===== config.mk =====
export PLATFORM = sky130hd
export DESIGN_NAME = ddr_lane_align_sched
export DESIGN_NICKNAME = d
export VERILOG_FILES = /design/src/rtl/ddr_align_pkg.sv /design/src/rtl/align_attempt_tmr.sv /design/src/rtl/ddr_lane_align_sched.sv
export SDC_FILE = /design/constraint.sdc
export NUM_CORES = 1
export LEC_CHECK = 0
export ABC_AREA = 1
export CAP_MARGIN = 20
export CORE_AREA = 2 2 64 66
export CTS_CLUSTER_DIAMETER = 120
export DETAILED_ROUTE_END_ITERATION = 7
export DIE_AREA = 0 0 66 68
export GPL_TIMING_DRIVEN = 0
export MAX_ROUTING_LAYER = met4
export PLACE_DENSITY = 0.73
export SLEW_MARGIN = 20
export SYNTH_ARGS = -nofsm -noshare
export SYNTH_HDL_FRONTEND = slang
export SYNTH_SLANG_ARGS = --single-unit

===== constraint.sdc =====
create_clock -name clk -period 1.8 [get_ports clk]
set_input_delay 0.27 -clock clk [delete_from_list [all_inputs] [get_ports clk]]
set_output_delay 0.27 -clock clk [all_outputs]
set_load 0.1 [all_outputs]

===== src/rtl/ddr_align_pkg.sv =====
// rtl/ddr_align_pkg.sv - shared state encoding and default limits for DDR lane alignment
package ddr_align_pkg;

  typedef enum logic [2:0] {
    ST_IDLE      = 3'd0,
    ST_WAIT_LOCK = 3'd1,
    ST_SETTLE    = 3'd2,
    ST_KICK      = 3'd3,
    ST_WAIT_RES  = 3'd4,
    ST_RETRY     = 3'd5,
    ST_NEXT      = 3'd6,
    ST_TERM      = 3'd7
  } align_state_t;

  localparam int          DEF_TMO_WIDTH = 12;
  localparam logic [11:0] DEF_TMO_MAX   = 12'hfff;
  localparam int          DEF_MAX_RETRY = 3;

  // One-hot lane decode sized for the 8-lane maximum; callers truncate.
  function automatic logic [7:0] lane_bit(input logic [2:0] idx);
    return 8'd1 << idx;
  endfunction

endpackage


===== src/rtl/align_attempt_tmr.sv =====
// rtl/align_attempt_tmr.sv - saturating cycle counter with clear, shared by settle, pulse and timeout phases
module align_attempt_tmr #(
  parameter int               WIDTH = 12,
  parameter logic [WIDTH-1:0] MAX   = '1
) (
  input  logic             clk,
  input  logic             rst_n,
  input  logic             clr,
  input  logic             en,
  output logic [WIDTH-1:0] cnt,
  output logic             at_max
);

  always_ff @(posedge clk or negedge rst_n) begin
    if (!rst_n) begin
      cnt <= '0;
    end else if (clr) begin
      cnt <= '0;
    end else if (en && (cnt != MAX)) begin
      cnt <= cnt + 1'b1;
    end
  end

  assign at_max = (cnt == MAX);

endmodule


===== src/rtl/ddr_lane_align_sched.sv =====
// rtl/ddr_lane_align_sched.sv - trains DDR byte-lane read alignment one lane at a time
// with per-attempt timeout, bounded retries and a per-lane failure mask.
module ddr_lane_align_sched
  import ddr_align_pkg::*;
#(
  parameter int                   NUM_LANES     = 2,
  parameter int                   TMO_WIDTH     = DEF_TMO_WIDTH,
  parameter logic [TMO_WIDTH-1:0] TMO_MAX       = DEF_TMO_MAX,
  parameter int                   MAX_RETRY     = DEF_MAX_RETRY,
  parameter int                   SETTLE_CYCLES = 16,
  parameter int                   RST_PULSE     = 4
) (
  input  logic                 clk,
  input  logic                 reset_n,
  input  logic                 start,
  input  logic                 lock,
  input  logic [NUM_LANES-1:0] lane_good,
  input  logic [NUM_LANES-1:0] lane_err,
  output logic [NUM_LANES-1:0] lane_rst_dp,
  output logic                 train_en,
  output logic [2:0]           lane_sel,
  output logic                 busy,
  output logic                 done,
  output logic                 fail,
  output logic [NUM_LANES-1:0] fail_mask,
  output logic [2:0]           retry_cnt
);

  localparam logic [TMO_WIDTH-1:0] SETTLE_LAST = TMO_WIDTH'(SETTLE_CYCLES - 1);
  localparam logic [TMO_WIDTH-1:0] PULSE_LAST  = TMO_WIDTH'(RST_PULSE - 1);
  localparam logic [2:0]           LAST_LANE   = 3'(NUM_LANES - 1);
  localparam logic [2:0]           RETRY_LIM   = 3'(MAX_RETRY);

  align_state_t         state, state_nx;
  logic [2:0]           lane_nx, retry_nx;
  logic [NUM_LANES-1:0] mask_nx, sel_bits;
  logic                 good_cur, err_cur, good_q;
  logic                 tmr_clr, tmo_hit;
  logic [TMO_WIDTH-1:0] tmr_cnt;

  // One counter serves every timed phase; it restarts on each state change.
  assign tmr_clr = (state_nx != state);

  align_attempt_tmr #(
    .WIDTH (TMO_WIDTH),
    .MAX   (TMO_MAX)
  ) u_tmr (
    .clk    (clk),
    .rst_n  (reset_n),
    .clr    (tmr_clr),
    .en     (1'b1),
    .cnt    (tmr_cnt),
    .at_max (tmo_hit)
  );

  assign sel_bits = NUM_LANES'(lane_bit(lane_sel));
  assign good_cur = |(lane_good & sel_bits);
  assign err_cur  = |(lane_err & sel_bits);

  assign busy     = (state != ST_IDLE) && (state != ST_TERM);
  assign train_en = (state == ST_KICK) || (state == ST_WAIT_RES);

  always_comb begin
    state_nx = state;
    lane_nx  = lane_sel;
    retry_nx = retry_cnt;
    mask_nx  = fail_mask;
    case (state)
      ST_IDLE, ST_TERM: begin
        if (start) begin
          state_nx = ST_WAIT_LOCK;
          lane_nx  = 3'd0;
          retry_nx = 3'd0;
          mask_nx  = '0;
        end
      end
      ST_WAIT_LOCK: if (lock) state_nx = ST_SETTLE;
      ST_SETTLE:    if (tmr_cnt == SETTLE_LAST) state_nx = ST_KICK;
      ST_KICK:      if (tmr_cnt == PULSE_LAST) state_nx = ST_WAIT_RES;
      ST_WAIT_RES: begin
        // err wins over a simultaneous good; pass needs good on two consecutive samples
        if (err_cur) state_nx = ST_RETRY;
        else if (good_cur && good_q) state_nx = ST_NEXT;
        else if (tmo_hit) state_nx = ST_RETRY;
      end
      ST_RETRY: begin
        if (retry_cnt < RETRY_LIM) begin
          retry_nx = retry_cnt + 3'd1;
          state_nx = ST_KICK;
        end else begin
          mask_nx  = fail_mask | sel_bits;
          state_nx = ST_NEXT;
        end
      end
      ST_NEXT: begin
        if (lane_sel == LAST_LANE) begin
          state_nx = ST_TERM;
        end else begin
          lane_nx  = lane_sel + 3'd1;
          retry_nx = 3'd0;
          state_nx = ST_KICK;
        end
      end
      default: state_nx = ST_IDLE;
    endcase
    if (!lock && (state >= ST_SETTLE) && (state <= ST_NEXT)) begin
      state_nx = ST_WAIT_LOCK;
      lane_nx  = 3'd0;
      retry_nx = 3'd0;
      mask_nx  = '0;
    end
  end

  always_ff @(posedge clk or negedge reset_n) begin
    if (!reset_n) begin
      state       <= ST_IDLE;
      lane_sel    <= 3'd0;
      retry_cnt   <= 3'd0;
      fail_mask   <= '0;
      good_q      <= 1'b0;
      lane_rst_dp <= '0;
      done        <= 1'b0;
      fail        <= 1'b0;
    end else begin
      state       <= state_nx;
      lane_sel    <= lane_nx;
      retry_cnt   <= retry_nx;
      fail_mask   <= mask_nx;
      good_q      <= (state == ST_WAIT_RES) && good_cur && !err_cur;
      // Decoded from next state so the pulse is flop-driven and aligned with KICK.
      lane_rst_dp <= (state_nx == ST_KICK) ? NUM_LANES'(lane_bit(lane_nx)) : '0;
      done        <= (state_nx == ST_TERM) && (mask_nx == '0) && lock;
      fail        <= (state_nx == ST_TERM) && (mask_nx != '0);
    end
  end

endmodule

Word-level counts from Yosys, hierarchy flattened
Cells that the tools add are included.

operators by class
  $add $sub $neg = 3
  $lt $le $gt $ge = 3
  eq/ne operators = 19
  shift-type cells = 2
  multiplexer cells = 27
  bitwise logic cells = 3
  reduce and logical (&&, ||, !) cells = 22

operators by type and width
  cell                                                                number
  3-bit two-way mux                                                   17
  12-bit two-way mux                                                  2
  3-bit case mux with 7 select lines                                  1
  3-bit == test (second input constant)                               5
  12-bit by 1-bit adder with 12-bit output (second input constant)    1
  12-bit == test (second input constant)                              1
  12-bit by 2-bit == test with 1-bit output (second input constant)   1
  12-bit by 4-bit == test with 1-bit output (second input constant)   1
  12-bit != test (second input constant)                              1
  3-bit != test (second input constant)                               4
  3-bit by 2-bit == test with 1-bit output (second input constant)    3
  1-bit logical AND                                                   9
  3-bit case mux with 3 select lines                                  1
  2-bit two-way mux                                                   4
  3-bit by 1-bit adder with 3-bit output (second input constant)      2
  3-bit by 1-bit == test with 1-bit output (second input constant)    2
  3-bit case mux with 2 select lines                                  1
  2-bit OR reduction                                                  3
  1-bit by 3-bit << shifter with 2-bit output (first input constant)  2
  2-bit bitwise AND                                                   2
  2-bit case mux with 2 select lines                                  1
  4-bit AND reduction                                                 1
  2-bit nonzero test                                                  2
  4-bit nonzero test                                                  1
  10 further kinds                                                    11

storage, ports and cells
  bits in registers = 28
  bits of input ports = 8
  output and inout port bits = 14
  word-level logic and storage cells = 88

Depth between registers and ports, before layout
  word-level depth = 11
  mapped depth = 16
  depth with buffers taken out = 15

Modules after synthesis
Synthesis repeated with hierarchy kept, for this count alone.

unflattened totals
  cell total of the unflattened synthesis = 299
  area, all modules = 2,000.7 um^2

modules (own cells, without submodules)
  module                instances  cells each  area each (um^2)  sequential area each (um^2)
  ddr_lane_align_sched  1          185         1,177.4           400.4
  align_attempt_tmr     1          114         823.3             300.3

Least setup slack after synthesis
Ideal clock, no wire load.

  kind = reg2reg
  from = register lane_sel[1]
  to = register u_tmr.cnt[10]
  library setup time = 0.069 ns
  arrival time = 2.368 ns
  data required time = 1.731 ns
  slack = -0.637 ns
  cell stages (with the launch flop) = 17
  path buffers = 1
  period minus slack after synthesis = 2.437 ns
  cell sequence = dfrtp_1 inv_1 ha_1 inv_1 nor2_1 nand2_1 nand2_2 nor2_2 nand3_2 nand2_2 nand2_1 nand2_1 nand2_1 nor2_2 nand2_2 buf_6 nor2_2

between the ends
  word-level cells in the longest chain between the ends = 10
  elaborated cells between the ends (all ways) = 15
  those cells by class = eq/ne: 2; shift: 1; mux: 6; bitwise: 2; reduce/logical: 4

ends and longest elaborated chain
  item                                                      line                         source
  start, declared                                           ddr_lane_align_sched.sv:21   output logic [2:0] lane_sel,
  start signal, assigned                                    ddr_lane_align_sched.sv:126  lane_sel <= lane_nx;
  1-bit by 3-bit << shifter with 2-bit output               ddr_align_pkg.sv:21          return 8'd1 << idx;
  2-bit bitwise AND                                         ddr_lane_align_sched.sv:57   assign good_cur = |(lane_good & sel_bits);
  2-bit OR reduction                                        ddr_lane_align_sched.sv:57
  1-bit logical AND                                         ddr_lane_align_sched.sv:83   else if (good_cur && good_q) state_nx = ST_NEXT;
  3-bit two-way mux                                         ddr_lane_align_sched.sv:83
  3-bit two-way mux                                         ddr_lane_align_sched.sv:82   if (err_cur) state_nx = ST_RETRY;
  3-bit case mux with 7 select lines *                      ddr_lane_align_sched.sv:68   case (state)
  3-bit two-way mux *                                       ddr_lane_align_sched.sv:106  if (!lock && (state >= ST_SETTLE) && (state <= ST_NEXT)) begin
  3-bit != test *                                           ddr_lane_align_sched.sv:42   assign tmr_clr = (state_nx != state);
  12-bit two-way mux or 2-bit nonzero test (tied branches)  --
  end signal, assigned                                      align_attempt_tmr.sv:20      cnt <= cnt + 1'b1;
  end, declared                                             align_attempt_tmr.sv:10      output logic [WIDTH-1:0] cnt,

Every way passes the cells marked *; elsewhere a longest branch is shown, timed or not.
A chain may end at the register's enable or synchronous reset.

Final worst setup path
  from = register lane_sel[0]
  to = register u_tmr.cnt[6]

Same word-level chain as after synthesis.

==> flow_summary.toml <==
[synthesis]
synth_top_family_by_area = "simple AND/OR/NAND/NOR gates"
synthMuxAreaShare_pct = 0.549
synthDistinctLibCells = 32
synth_compound_gate_area_share_pct = 6.39
syn_avg_cell_area_sq_um = 7.56
synthAdderAreaFrac_pct = 2.75
yosysWarnings = 0
yosysTopAreaCell = "dfrtp_1"
synth_area_sq_um = 1820
synth-simple-area-share_pct = 38.6
ys_ff_latch = 28
syn_nets = 253
ys.flop_type = "dfrtp_1"
synth-edff-count = 0
synth_cells = 241
yosys.area.top_type_share_pct = 38.5
synthTopCellsByArea = "dfrtp_1 38%, nand2_1 12%, inv_1 6.0%"
synth-async-reset-ratio_pct = 100
synth-xor-area-share_pct = 4.33
ys_seq_area_share_pct = 38.5

[drt]
drc = 0
ant_nets = 0
num_vias = 1780
drtIter0Drc = 86
wl_per_cell_um = 13.8
dr.pass1.iters = 4
wirelength_um = 4740
viasPerCell = 5.19

[status]
violations = "setup timing"
outcome = "complete, but fails checks"

[pwr]
p_int_mw = 1.69
ir_worst_vdd_v = 0.00112
clockPowerShare_pct = 10.8
powerDensity_nw_per_um2 = 1200
p_leak_nw = 1.24
seq_power_share_pct = 22.8
p_sw_share_pct = 47.2
p_sw_mw = 1.51
combPwrFrac_pct = 66.3

[flow_run]
max_cap_viol_count = 0

[critical_path]
reg2reg_to = "u_tmr.cnt[6]"
worst-endpoint-arrival_ns = 2.14
critPathMaxFanout = 5
startpoint = "lane_sel[0]"
end_kind = "flop"
reg2reg_from = "lane_sel[0]"
worst_r2r_path_depth = 15
reg2reg_slack_ns = -0.14
endpoint = "u_tmr.cnt[6]"
crit_type = "flop to flop"
cp.required_ns = 2.01
worstSetupStartpointType = "flop"

[placement]
gp_congestion = 0.813
placed_cell_area_sq_um = 2150
hpwl_um = 2820
port_buffers = 21
dp_cells = 312

[clocking]
htree_levels = 1
tritoncts = "built"
clk_path_buf_depth = 2
numCtsBuffers = 3
root_buffer = "clkbuf_8"
path_clk_slew_ns = 0.10
cts_sinks = 28
cts_hold_buf = 0
clk_latency_ns = 0.27

[timing]
fin_worst_skew_ns = 0.00926
fin_crit_ns = 1.94
slew_viol_final = 0
fin_ws_ns = -0.137
setup_viol = 15
relSlewSlack_pct = 36.5
worst_slew_pin_slew_ns = 0.956
hold_viol = 0
max_freq_mhz = 516
rsz0062_at_grt = "true"
finalCritPeriodShare_pct = 108

[floorplanning]
dieArea_sq_um = 4490
dieWidth_um = 66
io_pins = 22
dieHeight_um = 68
rows = 23
core-area_sq_um = 3860
initial_core_util_pct = 47.2

[finish]
drive_gt1_share_pct = 44.0
finalNonFillerCells = 343
nNetsFinal = 306
diodes = 0
area_growth_pct = 46.6
fin_area_sq_um = 2670

[grt]
grtUsageTotal_pct = 20.8
antenna_found_initial = 0
overflow = 0
grt_pass1_wl_um = 7090
grt_pass1_vias = 1533
grt_max_degree = 29

[worst_hold_path]
hp-class = "input port to async pin"
==> flip-flops by register name, summed over array words and instances (netlist names) <==
signal       cells
done             1
fail             1
state            3
fail_mask        2
good_q           1
retry_cnt        3
lane_sel         3
lane_rst_dp      2
u_tmr.cnt       12
==> synthesized netlist by cell type, types with 2 or more instances <==
cell      instances
inv_1            29
nor2_2           16
xor2_1            6
nand2_1          58
nand3_2           4
nor2_1           27
o21ai_0           7
ha_1              4
a21oi_1           4
dfrtp_1          28
nor3_1            5
or2_1             2
nand2_2           5
nand3_1          18
o21bai_1          2
buf_6             2
xnor2_1           3
nand4_1           6
a31oi_1           2
==> placed cells by master (no fill, tap or decap), types with 3 or more instances in the layout <==
| cell type | Yosys | layout |
|---|---|---|
| clkbuf_8 | 1 | 3 |
| nand3_2 | 4 | 7 |
| nand3_1 | 18 | 13 |
| nand2_1 | 58 | 44 |
| inv_2 | 1 | 7 |
| nor2_1 | 27 | 17 |
| dfrtp_2 | 0 | 5 |
| nand2_2 | 5 | 15 |
| nand3_4 | 1 | 3 |
| nor2_4 | 0 | 15 |
| a21oi_1 | 4 | 3 |
| dfrtp_1 | 28 | 21 |
| nand2_4 | 0 | 4 |
| o21ai_0 | 7 | 5 |
| nor2_2 | 16 | 11 |
| buf_4 | 1 | 20 |
| inv_1 | 29 | 20 |
| dlygate4sd2_1 | 0 | 6 |
| clkdlybuf4s15_2 | 0 | 4 |
| xnor2_1 | 3 | 3 |
| nand4_1 | 6 | 6 |
| nor3_2 | 0 | 3 |
| xor2_1 | 6 | 6 |
| clkdlybuf4s50_1 | 0 | 6 |
| buf_6 | 2 | 9 |
==> power groups by stage <==
stage	Combinational (mW)	Sequential (mW)	Clock [mW]
6_report	2.12	0.731	0.346
3_5_place_dp	1.28	0.754	0
4_1_cts	1.62	0.737	0.356
2_1_floorplan	0.957	0.815	0
3_3_place_gp	1.27	0.753	0
5_1_grt	2.26	0.738	0.379
==> worst min path at each step <==
stage	from	end	slack, ns	cells after the start
floorplan	reset_n	done	-0.03	0
global placement	retry_cnt[0]	retry_cnt[0]	0.51	1
detailed placement	reset_n	lane_rst_dp[0]	0.33	1
CTS	reset_n	lane_rst_dp[0]	0.03	1
global route	reset_n	lane_rst_dp[0]	0.06	1
finish	reset_n	lane_rst_dp[0]	0.0004	1
==> metrics by stage <==
step	hold slack (ns)	setup TNS (ns)	worst slack [ns]	util [%]	total power, mW
detailed placement	0.327	-3.65	-0.573	55.7	2.03
CTS	0.0297	-0.977	-0.0865	61.6	2.71
floorplan	-0.0256	-2.34	-0.264	-	1.77
global route	0.0609	-3.21	-0.230	69.3	3.38
finish	0.000414	-1.80	-0.137	69.3	3.20
global placement	0.506	-4.47	-0.553	55.9	2.02
==> area by class of cell <==
class | count | area [sq um]
tap | 50 | 62.6
sequential | 28 | 714
buffer | 4 | 52.6
fill | 304 | 1180
clock buffer | 4 | 45.0
timing repair buffer | 48 | 449
inverter | 31 | 133
multi-input combinational | 178 | 1210
==> critical path, stage by stage (launching register included) <==
cell	delay, ns
dfrtp_4	0.52
ha_4	0.17
inv_2	0.06
nor2_4	0.04
nand2_2	0.07
nand2_2	0.07
nor2_2	0.10
nand3_2	0.13
nand2_2	0.09
nand2_1	0.04
nand2_1	0.05
nand2_1	0.05
nor2_2	0.14
nand2_4	0.11
buf_8	0.16
nor2_4	0.07
==> metal layers <==
layer	global-route usage [%]	vias up	wire length [um]
li1	-	876	-
met1	29.6	849	2120
met2	32.2	49	2410
met3	2.80	6	148
met4	4.08	0	65
met5	-	-	0
==> what timing repair did <==
action / 4_1_cts / 5_1_grt
setup endpoints to repair: 28 / 24
gates cloned: 1 / 0
buffers inserted: 10 / 18
gates resized for setup: 56 / 56
pin swaps: 13 / 21
==> cell families after synthesis <==
kind of cell	after synthesis
XOR/XNOR	9
AO/OA/AOI/OAI	19
AND/OR/NAND/NOR	145
adder cells (fa/ha/maj)	4
buffers and inverters	35
multiplexers	1
flip-flops	28
Note: power is estimated with default switching activity, not from simulation.
==> RTL edit 1, RTL diff (config.mk and constraints unchanged) <==
Make the reset (`reset_n` and `rst_n`) synchronous in 2 clocked blocks.
--- a/src/rtl/align_attempt_tmr.sv
+++ b/src/rtl/align_attempt_tmr.sv
@@ -12,5 +12,5 @@
 );
 
-  always_ff @(posedge clk or negedge rst_n) begin
+  always_ff @(posedge clk) begin
     if (!rst_n) begin
       cnt <= '0;
--- a/src/rtl/ddr_lane_align_sched.sv
+++ b/src/rtl/ddr_lane_align_sched.sv
@@ -112,5 +112,5 @@
   end
 
-  always_ff @(posedge clk or negedge reset_n) begin
+  always_ff @(posedge clk) begin
     if (!reset_n) begin
       state       <= ST_IDLE;
Behaviour: differs if reset_n is asserted again (counterexample within 4 cycles, from zero or initial values and one cycle with reset_n low); with reset_n held inactive, the same outputs for 10 cycles.
==> RTL edit 1 against the unedited design <==
  * Setup slack gained 0.16 ns
  * Area after synthesis decreased by 2.7%
  * Synthesized cell count rose by 5.4%
  * Total power rose by 16%
  * Clock power is 31% higher
  * Sequential share of layout area down 2.2 points
  * Non-clock buffer count down 9
  * Cell area fell by 10%
  * Sequential cell count unchanged
  * Wire length up 0.51%
  * Global-route usage decreased by 1.4 points
  * Critical endpoint is now u_tmr.cnt[5]$_SDFFE_PP0N_
  * Largest cell class unchanged
==> RTL edit 1: results (changes against the unedited design) <==
| Metric | Value |
|---|---|
| Outcome | completed (was finished with violations) |
| Fin nets | 309 (was 306) |
| Leak pwr | 1.10 nW (was 1.24 nW) |
| Startpoint of the worst hold path | reset_n |
| Iter 0 DRT Violations | 120 (was 86) |
| Global-route wire length before repair | 6.63 mm (was 7.09 mm) |
| Hold crit path type | input port to flop (was input port to asynchronous set/reset pin) |
| Clk_lat worst skew | 0.29 ns (was 0.27 ns) |
| Clock Pin Slew Worst Setup and Hold Paths | 0.10 ns (about the same) |
| Post-DP HPWL | 2.82 mm (about the same) |
| Seq/Total Area, Yosys | 31.6% (was 38.5%) |
| Critical-path maximum fanout | 10 (was 5) |
| Clock Tree Root | clkbuf_8 (unchanged) |
| Yosys cell types | 31 (was 32) |
| Total vias in the final route | 1,789 (was 1,780) |
| Largest reg by FF count | u_tmr.cnt (unchanged) |
| Largest net degree at the start of global routing | 17 (was 29) |
| GRT Total Usage | 19.4% (was 20.8%) |
| WL per Instance | 13.8 um (about the same) |
| Port Buffers | 20 (was 21) |
| VDD IR max | 1.56 mV (was 1.12 mV) |
| Area contributors post-synth | dfxtp_1 32%, nand2_1 13%, nor2_1 7.0% (was dfrtp_1 38%, nand2_1 12%, inv_1 6.0%) |
| Gpl congestion | 0.856 (was 0.813) |
| H-tree levels | 1 (unchanged) |
| Int Power | 0.00187 W (was 0.00169 W) |
| Deepest clock path buffer count | 2 (unchanged) |
| Max reg flops | 12 (unchanged) |
| Vias in the first global route | 1,507 (was 1,533) |
| Reg2reg start | u_tmr.cnt[10]$_SDFFE_PP0N_ (was lane_sel[0]$_DFF_PN0_) |
| Initial antenna violation count | 0 (unchanged) |
| Layout cells sized above 1 | 32.8% (was 44.0%) |
| Synth cell count leaders | 62 x nand2_1, 33 x nor2_1, 29 x inv_1, 28 x dfxtp_1, 16 x nand3_1 (was 58 x nand2_1, 29 x inv_1, 28 x dfrtp_1, 27 x nor2_1, 18 x nand3_1) |
| DR pass1 iterations | 4 (unchanged) |
| Worst-Margin Slew | 0.961 ns (was 0.956 ns) |
| Fraction of registers with async set/reset | 0% (was 100%) |
| Num CTS Buffers | 3 (unchanged) |
| WP data arrival | 1.99 ns (was 2.14 ns) |
| Synth warn | 0 (unchanged) |
| Worst Clk Skew | 0.0111 ns (was 0.00926 ns) |
| Worst setup startpoint | u_tmr.cnt[10]$_SDFFE_PP0N_ (was lane_sel[0]$_DFF_PN0_) |
| Diode count | 0 (unchanged) |
| Syn_nets | 266 (was 253) |
## RTL edit 1: cell types whose count changed after synthesis, sizes merged, moves of 5 or more
cell   unedited run  this run
nand2            63        68
nor2             43        38
dfrtp            28         0
nor3              6        17
a21oi             4         9
dfxtp             0        28
## RTL edit 1: metal layers
metal,global-route usage [%],part of all wire [%],up-vias
met2,28.8,47,54
met5,-,0,-
li1,-,-,892
met4,5.36,2.3,0
met3,3.13,4.9,9
met1,27.3,45,834
## RTL edit 1: layout make-up
type                       instances  area (sq um)
fill                             352          1450
tap                               50          62.6
multi-input combinational        188          1150
inverter                          33           129
sequential                        28           589
timing repair buffer              38           337
buffer                             5          66.3
clock buffer                       4          66.3
## RTL edit 1: final timing paths
path / to / cells after the start / slack (ns)
worst max-delay path: u_tmr.cnt[5]$_SDFFE_PP0N_ / 11 / 0.02
worst min-delay path: state[0]$_SDFF_PN0_ / 3 / 0.32
worst max register to register: u_tmr.cnt[5]$_SDFFE_PP0N_ / 11 / 0.02
worst min register to register: retry_cnt[2]$_SDFFE_PP0P_ / 2 / 0.48
## RTL edit 1: power groups by stage
stage	combinational (W)	sequential (W)	clock [W]
after floorplan	0.00132	0.000810	0
after global placement	0.00172	0.000729	0
after detailed placement	0.00174	0.000730	0
after CTS	0.00171	0.000717	0.000460
after global routing	0.00268	0.000743	0.000484
final	0.00252	0.000735	0.000453
## RTL edit 1: critical path: stages, from the launching register on
cell	delay, ns
dfxtp_1	0.40
nand2_1	0.10
nor2_1	0.21
nand3_4	0.13
nand2_1	0.08
nand2_1	0.04
nand2_1	0.07
nand3_2	0.12
nand3_2	0.09
nand3_2	0.11
buf_12	0.17
nor3_2	0.16
## RTL edit 1: repair_timing
action / in CTS / in global routing
resized for setup: 27 / 47
pin swaps: 0 / 18
gates cloned: 0 / 1
buffers inserted: 0 / 17
hold buffers: 0 / 0
setup endpoints to repair: 30 / 25
## RTL edit 1: metrics by stage
| step | worst slack (ns) | cells | setup TNS (ns) | cell area, sq um |
|---|---|---|---|---|
| finish | 0.0229 | 346 | 0 | 2400 |
| global route | -0.120 | 346 | -1.13 | 2400 |
| CTS | 0.00374 | 328 | 0 | 2100 |
| detailed placement | -0.438 | 324 | -2.44 | 2050 |
| global placement | -0.440 | 324 | -1.86 | 2050 |
| floorplan | 0.0191 | 254 | 0 | 1790 |
## RTL edit 1: logic make-up (layout without fill, tap and decap cells)
group	count (synthesis)	count (layout)	share of synthesized area, %
flip-flops	28	28	31.6
AND/OR/NAND/NOR	155	155	44.8
XOR/XNOR	10	10	4.94
AO/OA/AOI/OAI	19	19	6.07
adder cells (fa/ha/maj)	4	4	2.82
buffers and inverters	38	80	9.74
==> RTL edit 2, RTL diff (config.mk and constraints unchanged) <==
Made on the original files. `SETTLE_CYCLES`: 16 -> 12.
--- a/src/rtl/ddr_lane_align_sched.sv
+++ b/src/rtl/ddr_lane_align_sched.sv
@@ -8,5 +8,5 @@
   parameter logic [TMO_WIDTH-1:0] TMO_MAX       = DEF_TMO_MAX,
   parameter int                   MAX_RETRY     = DEF_MAX_RETRY,
-  parameter int                   SETTLE_CYCLES = 16,
+  parameter int                   SETTLE_CYCLES = 12,
   parameter int                   RST_PULSE     = 4
 ) (
Function: same outputs for any inputs over 10 cycles, from zero or initial values and one cycle with reset_n low; that may be too few to reach the edited logic, so the function may still have changed.
==> RTL edit 2 against the unedited design <==
  * Cell area shrank 4.4%
  * Sequential cell count is the same
  * Total power shrank 3.0%
  * Combinational power shrank 13%
  * Setup slack gained 0.030 ns
  * Area after synthesis grew 0.62%
  * Hold slack lost 0.0010 ns
  * Critical path depth is the same
  * The flow finishes with violations (negative hold slack, negative setup slack)
  * Wire length shrank 0.89%
==> RTL edit 2: results (changes against the unedited design) <==
| Metric | Value |
|---|---|
| Outcome | finished with violations (unchanged) |
| Failing checks | negative hold slack, negative setup slack (was negative setup slack) |
| CP delay by family, top | simple AND/OR/NAND/NOR gates (unchanged) |
| Syn_area_per_cell | 7.08 sq um (was 7.56 sq um) |
| Non-clock buffers, area share | 16.1% (was 18.8%) |
| Dpl ws | -0.664 ns (was -0.573 ns) |
| Multi-In Gates | 189 (was 178) |
| Seq/Total Area, Yosys | 38.2% (was 38.5%) |
| WL met3 | 194 um (was 148 um) |
| Filler instances | 336 (was 304) |
| Final Util | 66.3% (was 69.3%) |
| Worst Setup EP | u_tmr.cnt[2]$_DFFE_PN0P_ (was u_tmr.cnt[6]$_DFFE_PN0P_) |
| GRT Total Usage | 22.2% (was 20.8%) |
| Pwr/cell area | 1210 nW/um^2 (was 1200 nW/um^2) |
| Leak pwr | 1.26 nW (was 1.24 nW) |
| Inverter count | 38 (was 31) |
| Area contributors post-synth | dfrtp_1 38%, nand2_1 13%, nor2_1 7.6% (was dfrtp_1 38%, nand2_1 12%, inv_1 6.0%) |
| Net Sw Frac | 46.0% (was 47.2%) |
| Syn_nets | 271 (was 253) |
| Gpl congestion | 0.948 (was 0.813) |
| Synth cell count leaders | 64 x nand2_1, 37 x nor2_1, 33 x inv_1, 28 x dfrtp_1, 23 x nand3_1 (was 58 x nand2_1, 29 x inv_1, 28 x dfrtp_1, 27 x nor2_1, 18 x nand3_1) |
| Post-DP HPWL | 3.04 mm (was 2.82 mm) |
| Setup_tns | -1.13 ns (was -1.80 ns) |
| VDD IR max | 0.954 mV (was 1.12 mV) |
| Iter 0 DRT Violations | 131 (was 86) |
| Worst setup margin | -0.108 ns (was -0.137 ns) |
| Rel. slew slack | 36.6% (was 36.5%) |
| Fin nets | 318 (was 306) |
| Worst Clk Skew | 0.00430 ns (was 0.00926 ns) |
| Fraction of area in clock buffers and inverters | 2.79% (was 1.69%) |
| Uppermost layer routed | met4 (unchanged) |
| Register area | 716 sq um (was 714 sq um) |
| WP data arrival | 2.12 ns (was 2.14 ns) |
| Post-Place Cells | 330 (was 312) |
| Buffers, non-clock | 46 (was 52) |
| Global Route met1 Usage | 23.8% (was 29.6%) |
| Yosys cell types | 31 (was 32) |
| Layout cells sized above 1 | 34.4% (was 44.0%) |
| Worst R2R End | u_tmr.cnt[2]$_DFFE_PN0P_ (was u_tmr.cnt[6]$_DFFE_PN0P_) |
| Grt met2 use | 42.6% (was 32.2%) |
| DR WL met2 | 2.49 mm (was 2.41 mm) |
| Total vias in the final route | 1,827 (was 1,780) |
| Final wirelength | 4.70 mm (was 4.74 mm) |
| Global-route wire length before repair | 7.38 mm (was 7.09 mm) |
| Worst hold slack | -0.000591 ns (was 0.000414 ns) |
| Final hold violations | 2 (was 0) |
| Seq pwr | 0.000763 W (was 0.000731 W) |
| Area after DPL | 2130 sq um (was 2150 sq um) |
| DR pass1 iterations | 5 (was 4) |
| Fraction of area in multi-input gates | 44.8% (was 45.5%) |
| WL met1 | 1.91 mm (was 2.12 mm) |
| Clock Power Share | 16.0% (was 10.8%) |
| Finish-stage setup viols | 12 (was 15) |
-- RTL edit 2: cell types whose count changed in the layout (fill, tap and decap cells not counted), moves of 6 or more --
cell     delta
nand2_1    +12
nor2_1     +10
inv_1       +9
nand3_1     +8
nand2_2     -6
nor2_4      -6
-- RTL edit 2: cell families (layout without fill, tap and decap cells) --
logic type	count (synthesis)	in the layout	synth area share [%]
and+or+nand+nor	156	156	39.6
buffers and inverters	42	88	9.49
DFF	28	28	38.2
AOI/OAI and AO/OA	22	22	6.55
xor gates and xnor gates	6	6	2.87
adders and majority gates	4	4	2.73
muxes	1	1	0.546
-- RTL edit 2: worst register-to-register path, delay by kind of cell (launching register included) --
family | cells | cell delay [ns]
and+or+nand+nor | 12 | 0.93
DFF | 1 | 0.53
buffers and inverters | 2 | 0.22
adders and majority gates | 1 | 0.17
-- RTL edit 2: timing repair --
item                       in CTS  in global routing
pin swaps                       8                 10
setup endpoints to repair      30                 26
cloned                          1                  1
resized for setup              63                 33
buffers inserted               12                  7
